File: src/rtl/jtcps1_gfx_req_if.sv
// Bus between the graphics request block, its four layer clients, the
// CPS-1 ROM mapper and the SDRAM graphics slot.
interface jtcps1_gfx_req_if;
  // Client side
  logic [3:0]  req;
  logic [19:0] obj_addr;
  logic [19:0] scr1_addr;
  logic [19:0] scr2_addr;
  logic [19:0] scr3_addr;
  logic [3:0]  ok;
  logic [31:0] data;
  // Mapper side
  logic        map_enable;
  logic [2:0]  map_layer;
  logic [9:0]  map_cin;
  logic [3:0]  map_offset;
  logic [3:0]  map_mask;
  logic        map_unmapped;
  // SDRAM side
  logic        rom_cs;
  logic [19:0] rom_addr;
  logic        rom_ok;
  logic [31:0] rom_data;

  // The request block itself
  modport master (
    input  req, obj_addr, scr1_addr, scr2_addr, scr3_addr,
    input  map_offset, map_mask, map_unmapped,
    input  rom_ok, rom_data,
    output ok, data,
    output map_enable, map_layer, map_cin,
    output rom_cs, rom_addr
  );

  // Clients, mapper and SDRAM as seen from outside
  modport slave (
    output req, obj_addr, scr1_addr, scr2_addr, scr3_addr,
    output map_offset, map_mask, map_unmapped,
    output rom_ok, rom_data,
    input  ok, data,
    input  map_enable, map_layer, map_cin,
    input  rom_cs, rom_addr
  );
endinterface

File: src/rtl/jtcps1_gfx_req.sv
// CPS-1 graphics ROM request initiator: round-robin arbitration of the four
// tile clients, one mapper lookup per request, then a single SDRAM word fetch.
// Unmapped codes skip the ROM and return an all-transparent word.
module jtcps1_gfx_req (
  input  logic              clk,
  input  logic              rst,
  jtcps1_gfx_req_if.master  bus
);

  localparam logic [1:0] IDLE = 2'd0;
  localparam logic [1:0] MAP  = 2'd1;
  localparam logic [1:0] CALC = 2'd2;
  localparam logic [1:0] ROM  = 2'd3;

  logic [1:0]  state_q,    state_d;
  logic [1:0]  prio_q,     prio_d;     // client searched first
  logic [1:0]  winner_q,   winner_d;
  logic [19:0] addr_q,     addr_d;     // address latched at grant
  logic        guard_q,    guard_d;    // first rom_cs cycle: ignore rom_ok
  logic [3:0]  ok_q,       ok_d;
  logic [31:0] data_q,     data_d;
  logic        map_en_q,   map_en_d;
  logic [2:0]  layer_q,    layer_d;
  logic [9:0]  cin_q,      cin_d;
  logic        rom_cs_q,   rom_cs_d;
  logic [19:0] rom_addr_q, rom_addr_d;

  logic [3:0]  pending;
  logic        grant_vld;
  logic [1:0]  grant_idx;
  logic [19:0] grant_addr;

  // Round-robin pick: a client completing this cycle is not eligible.
  always_comb begin
    pending   = bus.req & ~ok_q;
    grant_vld = 1'b0;
    grant_idx = prio_q;
    // Walk from lowest to highest priority so the last hit wins.
    for (int i = 3; i >= 0; i--) begin
      if (pending[prio_q + 2'(i)]) begin
        grant_vld = 1'b1;
        grant_idx = prio_q + 2'(i);
      end
    end
    case (grant_idx)
      2'd0:    grant_addr = bus.obj_addr;
      2'd1:    grant_addr = bus.scr1_addr;
      2'd2:    grant_addr = bus.scr2_addr;
      default: grant_addr = bus.scr3_addr;
    endcase
  end

  // Next-state logic for the request sequencer.
  always_comb begin
    // NOTE: every _d starts from its _q so no branch can leave one unassigned and infer a latch.
    state_d    = state_q;
    prio_d     = prio_q;
    winner_d   = winner_q;
    addr_d     = addr_q;
    guard_d    = guard_q;
    ok_d       = 4'b0000;
    data_d     = data_q;
    map_en_d   = 1'b0;
    layer_d    = layer_q;
    cin_d      = cin_q;
    rom_cs_d   = rom_cs_q;
    rom_addr_d = rom_addr_q;
    case (state_q)
      IDLE: begin
        if (grant_vld) begin
          winner_d = grant_idx;
          addr_d   = grant_addr;
          map_en_d = 1'b1;
          layer_d  = {1'b0, grant_idx};
          cin_d    = grant_addr[19:10];
          state_d  = MAP;
        end
      end
      MAP: begin
        // Mapper registers its bank at the end of this cycle.
        state_d = CALC;
      end
      CALC: begin
        if (bus.map_unmapped) begin
          data_d  = 32'hFFFF_FFFF;
          ok_d    = 4'b0001 << winner_q;
          prio_d  = winner_q + 2'd1;
          state_d = IDLE;
        end else begin
          rom_addr_d = {(addr_q[19:16] & bus.map_mask) | bus.map_offset, addr_q[15:0]};
          rom_cs_d   = 1'b1;
          guard_d    = 1'b1;
          state_d    = ROM;
        end
      end
      default: begin  // ROM
        if (guard_q) begin
          // A rom_ok here may belong to the previous SDRAM access.
          guard_d = 1'b0;
        end else if (bus.rom_ok) begin
          data_d   = bus.rom_data;
          rom_cs_d = 1'b0;
          ok_d     = 4'b0001 << winner_q;
          prio_d   = winner_q + 2'd1;
          state_d  = IDLE;
        end
      end
    endcase
  end

  // State registers; reset abandons any in-flight fetch.
  always_ff @(posedge clk or posedge rst) begin
    if (rst) begin
      state_q    <= IDLE;
      prio_q     <= 2'd0;
      winner_q   <= 2'd0;
      addr_q     <= 20'd0;
      guard_q    <= 1'b0;
      ok_q       <= 4'b0000;
      data_q     <= 32'd0;
      map_en_q   <= 1'b0;
      layer_q    <= 3'd0;
      cin_q      <= 10'd0;
      rom_cs_q   <= 1'b0;
      rom_addr_q <= 20'd0;
    end else begin
      // NOTE: non-blocking so every register updates from pre-edge values.
      state_q    <= state_d;
      prio_q     <= prio_d;
      winner_q   <= winner_d;
      addr_q     <= addr_d;
      guard_q    <= guard_d;
      ok_q       <= ok_d;
      data_q     <= data_d;
      map_en_q   <= map_en_d;
      layer_q    <= layer_d;
      cin_q      <= cin_d;
      rom_cs_q   <= rom_cs_d;
      rom_addr_q <= rom_addr_d;
    end
  end

  assign bus.ok         = ok_q;
  assign bus.data       = data_q;
  assign bus.map_enable = map_en_q;
  assign bus.map_layer  = layer_q;
  assign bus.map_cin    = cin_q;
  assign bus.rom_cs     = rom_cs_q;
  assign bus.rom_addr   = rom_addr_q;

endmodule

File: src/flat_wrapper.sv
// flat-port wrapper written by rule: the top's interface ports become plain ports
module jtcps1_gfx_req_flat 
  (clk, rst, bus_req, bus_obj_addr, bus_scr1_addr, bus_scr2_addr, bus_scr3_addr, bus_map_offset, bus_map_mask, bus_map_unmapped, bus_rom_ok, bus_rom_data, bus_ok, bus_data, bus_map_enable, bus_map_layer, bus_map_cin, bus_rom_cs, bus_rom_addr);
  jtcps1_gfx_req_if bus_i ();
  input  logic clk;
  input  logic rst;
  input wire logic [$bits(bus_i.req)-1:0] bus_req;
  input wire logic [$bits(bus_i.obj_addr)-1:0] bus_obj_addr;
  input wire logic [$bits(bus_i.scr1_addr)-1:0] bus_scr1_addr;
  input wire logic [$bits(bus_i.scr2_addr)-1:0] bus_scr2_addr;
  input wire logic [$bits(bus_i.scr3_addr)-1:0] bus_scr3_addr;
  input wire logic [$bits(bus_i.map_offset)-1:0] bus_map_offset;
  input wire logic [$bits(bus_i.map_mask)-1:0] bus_map_mask;
  input wire logic [$bits(bus_i.map_unmapped)-1:0] bus_map_unmapped;
  input wire logic [$bits(bus_i.rom_ok)-1:0] bus_rom_ok;
  input wire logic [$bits(bus_i.rom_data)-1:0] bus_rom_data;
  output wire logic [$bits(bus_i.ok)-1:0] bus_ok;
  output wire logic [$bits(bus_i.data)-1:0] bus_data;
  output wire logic [$bits(bus_i.map_enable)-1:0] bus_map_enable;
  output wire logic [$bits(bus_i.map_layer)-1:0] bus_map_layer;
  output wire logic [$bits(bus_i.map_cin)-1:0] bus_map_cin;
  output wire logic [$bits(bus_i.rom_cs)-1:0] bus_rom_cs;
  output wire logic [$bits(bus_i.rom_addr)-1:0] bus_rom_addr;
  assign bus_i.req = bus_req;
  assign bus_i.obj_addr = bus_obj_addr;
  assign bus_i.scr1_addr = bus_scr1_addr;
  assign bus_i.scr2_addr = bus_scr2_addr;
  assign bus_i.scr3_addr = bus_scr3_addr;
  assign bus_i.map_offset = bus_map_offset;
  assign bus_i.map_mask = bus_map_mask;
  assign bus_i.map_unmapped = bus_map_unmapped;
  assign bus_i.rom_ok = bus_rom_ok;
  assign bus_i.rom_data = bus_rom_data;
  assign bus_ok = bus_i.ok;
  assign bus_data = bus_i.data;
  assign bus_map_enable = bus_i.map_enable;
  assign bus_map_layer = bus_i.map_layer;
  assign bus_map_cin = bus_i.map_cin;
  assign bus_rom_cs = bus_i.rom_cs;
  assign bus_rom_addr = bus_i.rom_addr;
  jtcps1_gfx_req u_core (.clk(clk), .rst(rst), .bus(bus_i));
endmodule
File: config.mk
export PLATFORM = sky130hd
export DESIGN_NAME = jtcps1_gfx_req_flat
export DESIGN_NICKNAME = d
export VERILOG_FILES = /design/src/rtl/jtcps1_gfx_req_if.sv /design/src/rtl/jtcps1_gfx_req.sv /design/src/flat_wrapper.sv
export SDC_FILE = /design/constraint.sdc
export NUM_CORES = 1
export LEC_CHECK = 0
export CAP_MARGIN = 20
export CORE_ASPECT_RATIO = 0.5
export CORE_MARGIN = 8
export CORE_UTILIZATION = 44
export CTS_CLUSTER_DIAMETER = 40
export DETAILED_ROUTE_END_ITERATION = 8
export PLACE_DENSITY = 0.86
export SETUP_SLACK_MARGIN = 0.3
export SLEW_MARGIN = 20
export SYNTH_ARGS = -nofsm -noshare
export SYNTH_HDL_FRONTEND = slang
export SYNTH_SLANG_ARGS = --single-unit
File: constraint.sdc
create_clock -name clk -period 8.6 [get_ports clk]
set_input_delay 1.72 -clock clk [delete_from_list [all_inputs] [get_ports clk]]
set_output_delay 1.72 -clock clk [all_outputs]
set_load 0.005 [all_outputs]
**Word level (Yosys, flattened, before mapping)**

Cells that the tools add are included.

- Register bits after elaboration: 95
- Output and inout port bits: 71

- Add/sub/neg operators: 4
- Order comparisons: 4
- Equal/unequal tests: 9
- Shift operators: 1
- Muxes and demuxes: 41
- Bitwise logic cells: 6
- Reductions and logical operators: 11

Operators by type and width:

| kind | count |
|---|---|
| $mux W32 | 3 |
| $pmux W32 S2 | 1 |
| $pmux W20 S3 | 1 |
| $mux W2 | 11 |
| $mux W1 | 13 |
| $lt A2 B3 Y1 const B | 4 |
| $mux W4 | 3 |
| $and A4 B4 Y4 | 2 |
| $bmux W1 S2 | 4 |
| $pmux W4 S2 | 1 |
| $reduce_and A4 Y1 | 2 |
| $ne A2 B2 Y1 const B | 3 |
| $pmux W2 S3 | 1 |
| $reduce_and A2 Y1 | 3 |
| $add A2 B1 Y2 const B | 2 |
| $add A2 B2 Y2 const B | 2 |
| $eq A2 B1 Y1 const B | 2 |
| $eq A2 B2 Y1 const B | 2 |
| $logic_not A2 Y1 | 2 |
| $ne A4 B4 Y1 const B | 1 |
| $not A4 Y4 | 1 |
| $or A4 B4 Y4 | 1 |
| $pmux W1 S2 | 2 |
| $pmux W2 S2 | 1 |
| 7 further kinds | 8 |

**Logic depth before layout (Yosys ltp)**

- Word-level depth: 10
- Gate-level depth with buffers: 9

**Worst setup path before layout**

Ideal clock, no wire load.

- Path kind: input -> register
- Start: in bus_req[0]
- End: reg u_core.state_q[0]
- Library setup time: 0.128 ns
- Data arrival time: 2.822 ns
- Slack: 5.651 ns
- Cell stages on the path: 6
- Buffers on the path: 0
- Path through: nand2b_1 > nand2_2 > o31ai_4 > inv_2 > nor2_1 > mux2_1

- Word-level cells in the longest chain between the ends: 9
- Elaborated cells between the ends (all ways): 15
- Classes of those cells: eq/ne (1); mux (12); bitwise (1); reduce/logical (1)

RTL lines:

| element | line | text |
|---|---|---|
| start, declared | flat_wrapper.sv:7 | `input wire logic [$bits(bus_i.req)-1:0] bus_req;` |
| $and A4 B4 Y4 (*) | jtcps1_gfx_req.sv:35 | `pending = bus.req & ~ok_q;` |
| $bmux W1 S2 | jtcps1_gfx_req.sv:40 | `if (pending[prio_q + 2'(i)]) begin` |
| $mux W1 (not written as such) | jtcps1_gfx_req.sv:40 |  |
| $mux W1 (3 in series) | jtcps1_gfx_req.sv:40 |  |
| $mux W1 (*) | jtcps1_gfx_req.sv:40 |  |
| $ne A2 B1 Y1 (no source line) (*) | - |  |
| $reduce_and A3 Y1 (no source line) (*) | - |  |
| end signal, assigned | jtcps1_gfx_req.sv:128 | `state_q <= state_d;` |
| end, declared | jtcps1_gfx_req.sv:15 | `logic [1:0] state_q, state_d;` |

Mark *: on every way between the ends. The rest lies on a longest branch, timed or not. The select of a mux whose other input is x is not followed.
A chain may end at the register's enable or synchronous reset.

**Worst setup path after layout**

- Start: in bus_req[0]
- End: reg u_core.addr_q[0]

- Word-level cells in the longest chain between the ends: 9
- Elaborated cells between the ends (all ways): 22
- Classes of those cells: eq/ne (2); mux (17); bitwise (1); reduce/logical (2)

RTL lines:

| element | line | text |
|---|---|---|
| $and A4 B4 Y4 (*) | jtcps1_gfx_req.sv:35 |  |
| $bmux W1 S2 | jtcps1_gfx_req.sv:40 |  |
| $mux W1 (not written as such) | jtcps1_gfx_req.sv:40 |  |
| $mux W2 (4 in series) | jtcps1_gfx_req.sv:40 |  |
| $eq A2 B2 Y1, or another cell as far along | jtcps1_gfx_req.sv:45 | `case (grant_idx)` |
| $pmux W20 S3 | jtcps1_gfx_req.sv:45 |  |
| end signal, assigned | jtcps1_gfx_req.sv:131 | `addr_q <= addr_d;` |
| end, declared | jtcps1_gfx_req.sv:18 | `logic [19:0] addr_q, addr_d;` |

Marks and branches as above.

==> load_flow_metrics.sql <==
INSERT INTO impl_metrics (metric_group, metric, value, unit) VALUES
('clock_network', 'post_cts_buffers', '0', ''),
('drt', 'drt-pass1-iter-count', '6', ''),
('power_and_ir_drop', 'switchingPower', '741', 'uW'),
('floorplanning', 'initial_utilization', '44.4', '%'),
('yosys', 'synthesis.area_per_instance', '10.5', 'um2'),
('timing', 'final-setup-viol-count', '0', ''),
('setup_path', 'ff2ff_setup_slack', '5.92', 'ns'),
('timing', 'timing_worst_slew_pin_value', '0.915', 'ns'),
('power_and_ir_drop', 'total_power', '2.10', 'mW'),
('global_route', 'globalRoute.totalOverflow', '0', ''),
('yosys', 'synth_compound_area_share', '12.6', '%'),
('power_and_ir_drop', 'comb_power_share', '48.1', '%'),
('clock_network', 'clock_sinks', '85', ''),
('clock_network', 'clk_path_buf_depth', '2', ''),
('global_route', 'gr-usage-met3', '4.87', '%'),
('setup_path', 'crit_path_start_kind', 'input port', ''),
('clock_network', 'cts_tree', 'built', ''),
('global_route', 'grt_use_met1', '20.2', '%'),
('layout', 'final.fill_count', '719', ''),
('outcome', 'run_status', 'complete, no violations', ''),
('drt', 'vias', '3496', ''),
('yosys', 'area_share_of_fa_ha_maj_cells_after_synthesis', '2.44', '%'),
('layout', 'insertedDiodeCount', '0', ''),
('setup_path', 'setup.worst_path.end_class', 'flop', ''),
('timing', 'rsz_0062_raised_after_global_routing', 'false', ''),
('power_and_ir_drop', 'ir_worst_vdd', '0.155', 'mV'),
('place', 'place.detailed.hpwl', '9060', 'um'),
('layout', 'commonest_non_fill_non_tap_cell_in_the_layout', 'clkdlybuf4s50_1', ''),
('global_route', 'groute.usage.overall', '18.8', '%'),
('timing', 'min_period', '4.09', 'ns'),
('min_path', 'hold_start', 'u_core.bus.data[31]', ''),
('clock_network', 'path_clk_slew', '0.06', 'ns'),
('power_and_ir_drop', 'leakage', '2.84', 'nW'),
('drt', 'avgRoutedWirePerCell', '17.5', 'um'),
('drt', 'routed_wl', '12100', 'um'),
('min_path', 'worst_hold_path_type', 'flop to flop', ''),
('global_route', 'first_global_vias', '3765', ''),
('power_and_ir_drop', 'clkPwrFrac', '17.9', '%'),
('min_path', 'hold_path_depth', '2', ''),
('global_route', 'grt_max_degree', '86', ''),
('floorplanning', 'core_area', '0.00926', 'mm2'),
('flow_run', 'timing.max_cap.violations', '0', ''),
('power_and_ir_drop', 'p_sw_share', '35.2', '%'),
('clock_network', 'clock_latency', '0.33', 'ns'),
('setup_path', 'cp_required', '8.77', 'ns'),
('global_route', 'grt_antenna_before_repair', '0', ''),
('yosys', 'count_of_flip_flops_with_a_built_in_enable_after_synthesis', '0', ''),
('floorplanning', 'num_ports', '199', ''),
('layout', 'utilization', '68.5', '%'),
('timing', 'maxSlewHeadroom', '39.0', '%'),
('min_path', 'holdPathEnd', 'u_core.bus.data[31]', ''),
('yosys', 'yosys.area.top_type_share', '51.8', '%'),
('layout', 'drive_gt1_share', '5.23', '%'),
('power_and_ir_drop', 'intPower', '1.36', 'mW'),
('floorplanning', 'chipWidth', '153', 'um'),
('yosys', 'synth_fp_nets', '529', ''),
('place', 'gp_congestion', '0.752', ''),
('layout', 'flow.area_growth_from_synthesis', '54.3', '%'),
('setup_path', 'reg2reg_to', 'u_core.addr_q[0]', ''),
('global_route', 'grt_busiest_layer', 'met2', ''),
('yosys', 'post_synthesis_simple_gate_area_fraction', '12.1', '%'),
('timing', 'finalClockSkew', '0.00461', 'ns'),
('setup_path', 'path_class', 'input port to flop', ''),
('yosys', 'synth_cells', '393', ''),
('setup_path', 'reg2reg_depth', '6', ''),
('clock_network', 'clock_tree.htree_level_count', '3', ''),
('drt', 'vias_per_cell', '5.03', ''),
('setup_path', 'critical_path_arrival', '4.26', 'ns'),
('power_and_ir_drop', 'pwr_density_cell', '332', 'mW/mm2'),
('global_route', 'global_route_wire_length_before_repair', '19700', 'um'),
('yosys', 'synth_ff_type', 'dfrtp_1', '');
[through the flow]
step                setup slack (ns)  instances  cell area, um2  hold slack, ns
floorplan                       4.69        393            4110           0.449
global placement                4.29        679            6050           0.460
detailed placement              4.14        679            6050           0.472
CTS                             4.49        695            6330           0.485
global route                    4.26        695            6340           0.503
finish                          4.51        695            6340           0.477
[critical path, cell delays in order]
cell	delay, ns
clkdlybuf4s50_1	0.40
nand2b_1	0.16
nand2_2	0.12
o31ai_4	0.81
inv_2	0.15
nand3_1	0.64
o221ai_1	0.25
[final cells by class]
class | count | area [um2] | share of cell area (%)
sequential | 85 | 2130 | 33.5
timing repair buffer | 200 | 2000 | 31.5
multi-input combinational | 265 | 1750 | 27.6
clock buffer | 12 | 236 | 3.73
tap | 121 | 151 | 2.39
clock inverter | 4 | 48.8 | 0.769
inverter | 8 | 31.3 | 0.493
[per-layer routing]
metal	up-vias	part of all wire [%]
met2	101	53
met3	23	4.3
met4	0	2.8
li1	1701	-
met1	1671	40
met5	-	0
[flip-flops by register name (all words and copies together) (netlist names), 2 cells and up]
name and count:
u_core.winner_q 2, u_core.addr_q 19, u_core.state_q 2, u_core.bus.data 32
u_core.bus.ok 4, u_core.bus.rom_addr 20, u_core.prio_q 2
[synth_stat cells, types with 2 or more instances]
| master | instances |
|---|---|
| a21oi_1 | 9 |
| and2_1 | 4 |
| buf_2 | 9 |
| buf_4 | 11 |
| buf_6 | 4 |
| clkbuf_1 | 11 |
| dfrtp_1 | 85 |
| ha_1 | 8 |
| inv_1 | 7 |
| mux2_1 | 13 |
| mux2_2 | 5 |
| mux2i_1 | 42 |
| nand2_1 | 62 |
| nand2b_1 | 5 |
| nor2_1 | 37 |
| nor2b_4 | 2 |
| nor3_1 | 3 |
| o21ai_0 | 20 |
| o21ai_1 | 22 |
| o221ai_1 | 20 |
| o22ai_1 | 2 |
[logic make-up (layout without fill, tap and decap cells)]
kind of cell | Yosys count | count (layout)
mux | 60 | 60
buf+inv | 43 | 224
flops | 85 | 85
other cells | 1 | 1
compound gates | 79 | 79
simple gates | 117 | 117
fa+ha+maj | 8 | 8
[worst max path at each step]
stage,start,endpoint,slack [ns],depth (start not counted)
floorplan,rst,u_core.addr_q[0],4.69,1
global route,bus_req[0],u_core.addr_q[15],4.26,7
finish,bus_req[0],u_core.addr_q[0],4.51,7
global placement,bus_req[0],u_core.addr_q[2],4.29,7
detailed placement,bus_req[0],u_core.addr_q[15],4.14,7
CTS,bus_req[0],u_core.addr_q[15],4.49,7
[power groups by stage]
stage / logic, mW / registers [mW] / clock network (mW)
after floorplan: 0.566 / 0.707 / 0
after global placement: 0.986 / 0.707 / 0
after detailed placement: 1.02 / 0.720 / 0
after CTS: 1.03 / 0.716 / 0.385
after global routing: 1.12 / 0.743 / 0.400
final: 1.01 / 0.716 / 0.376
(Power assumes the default switching activity.)
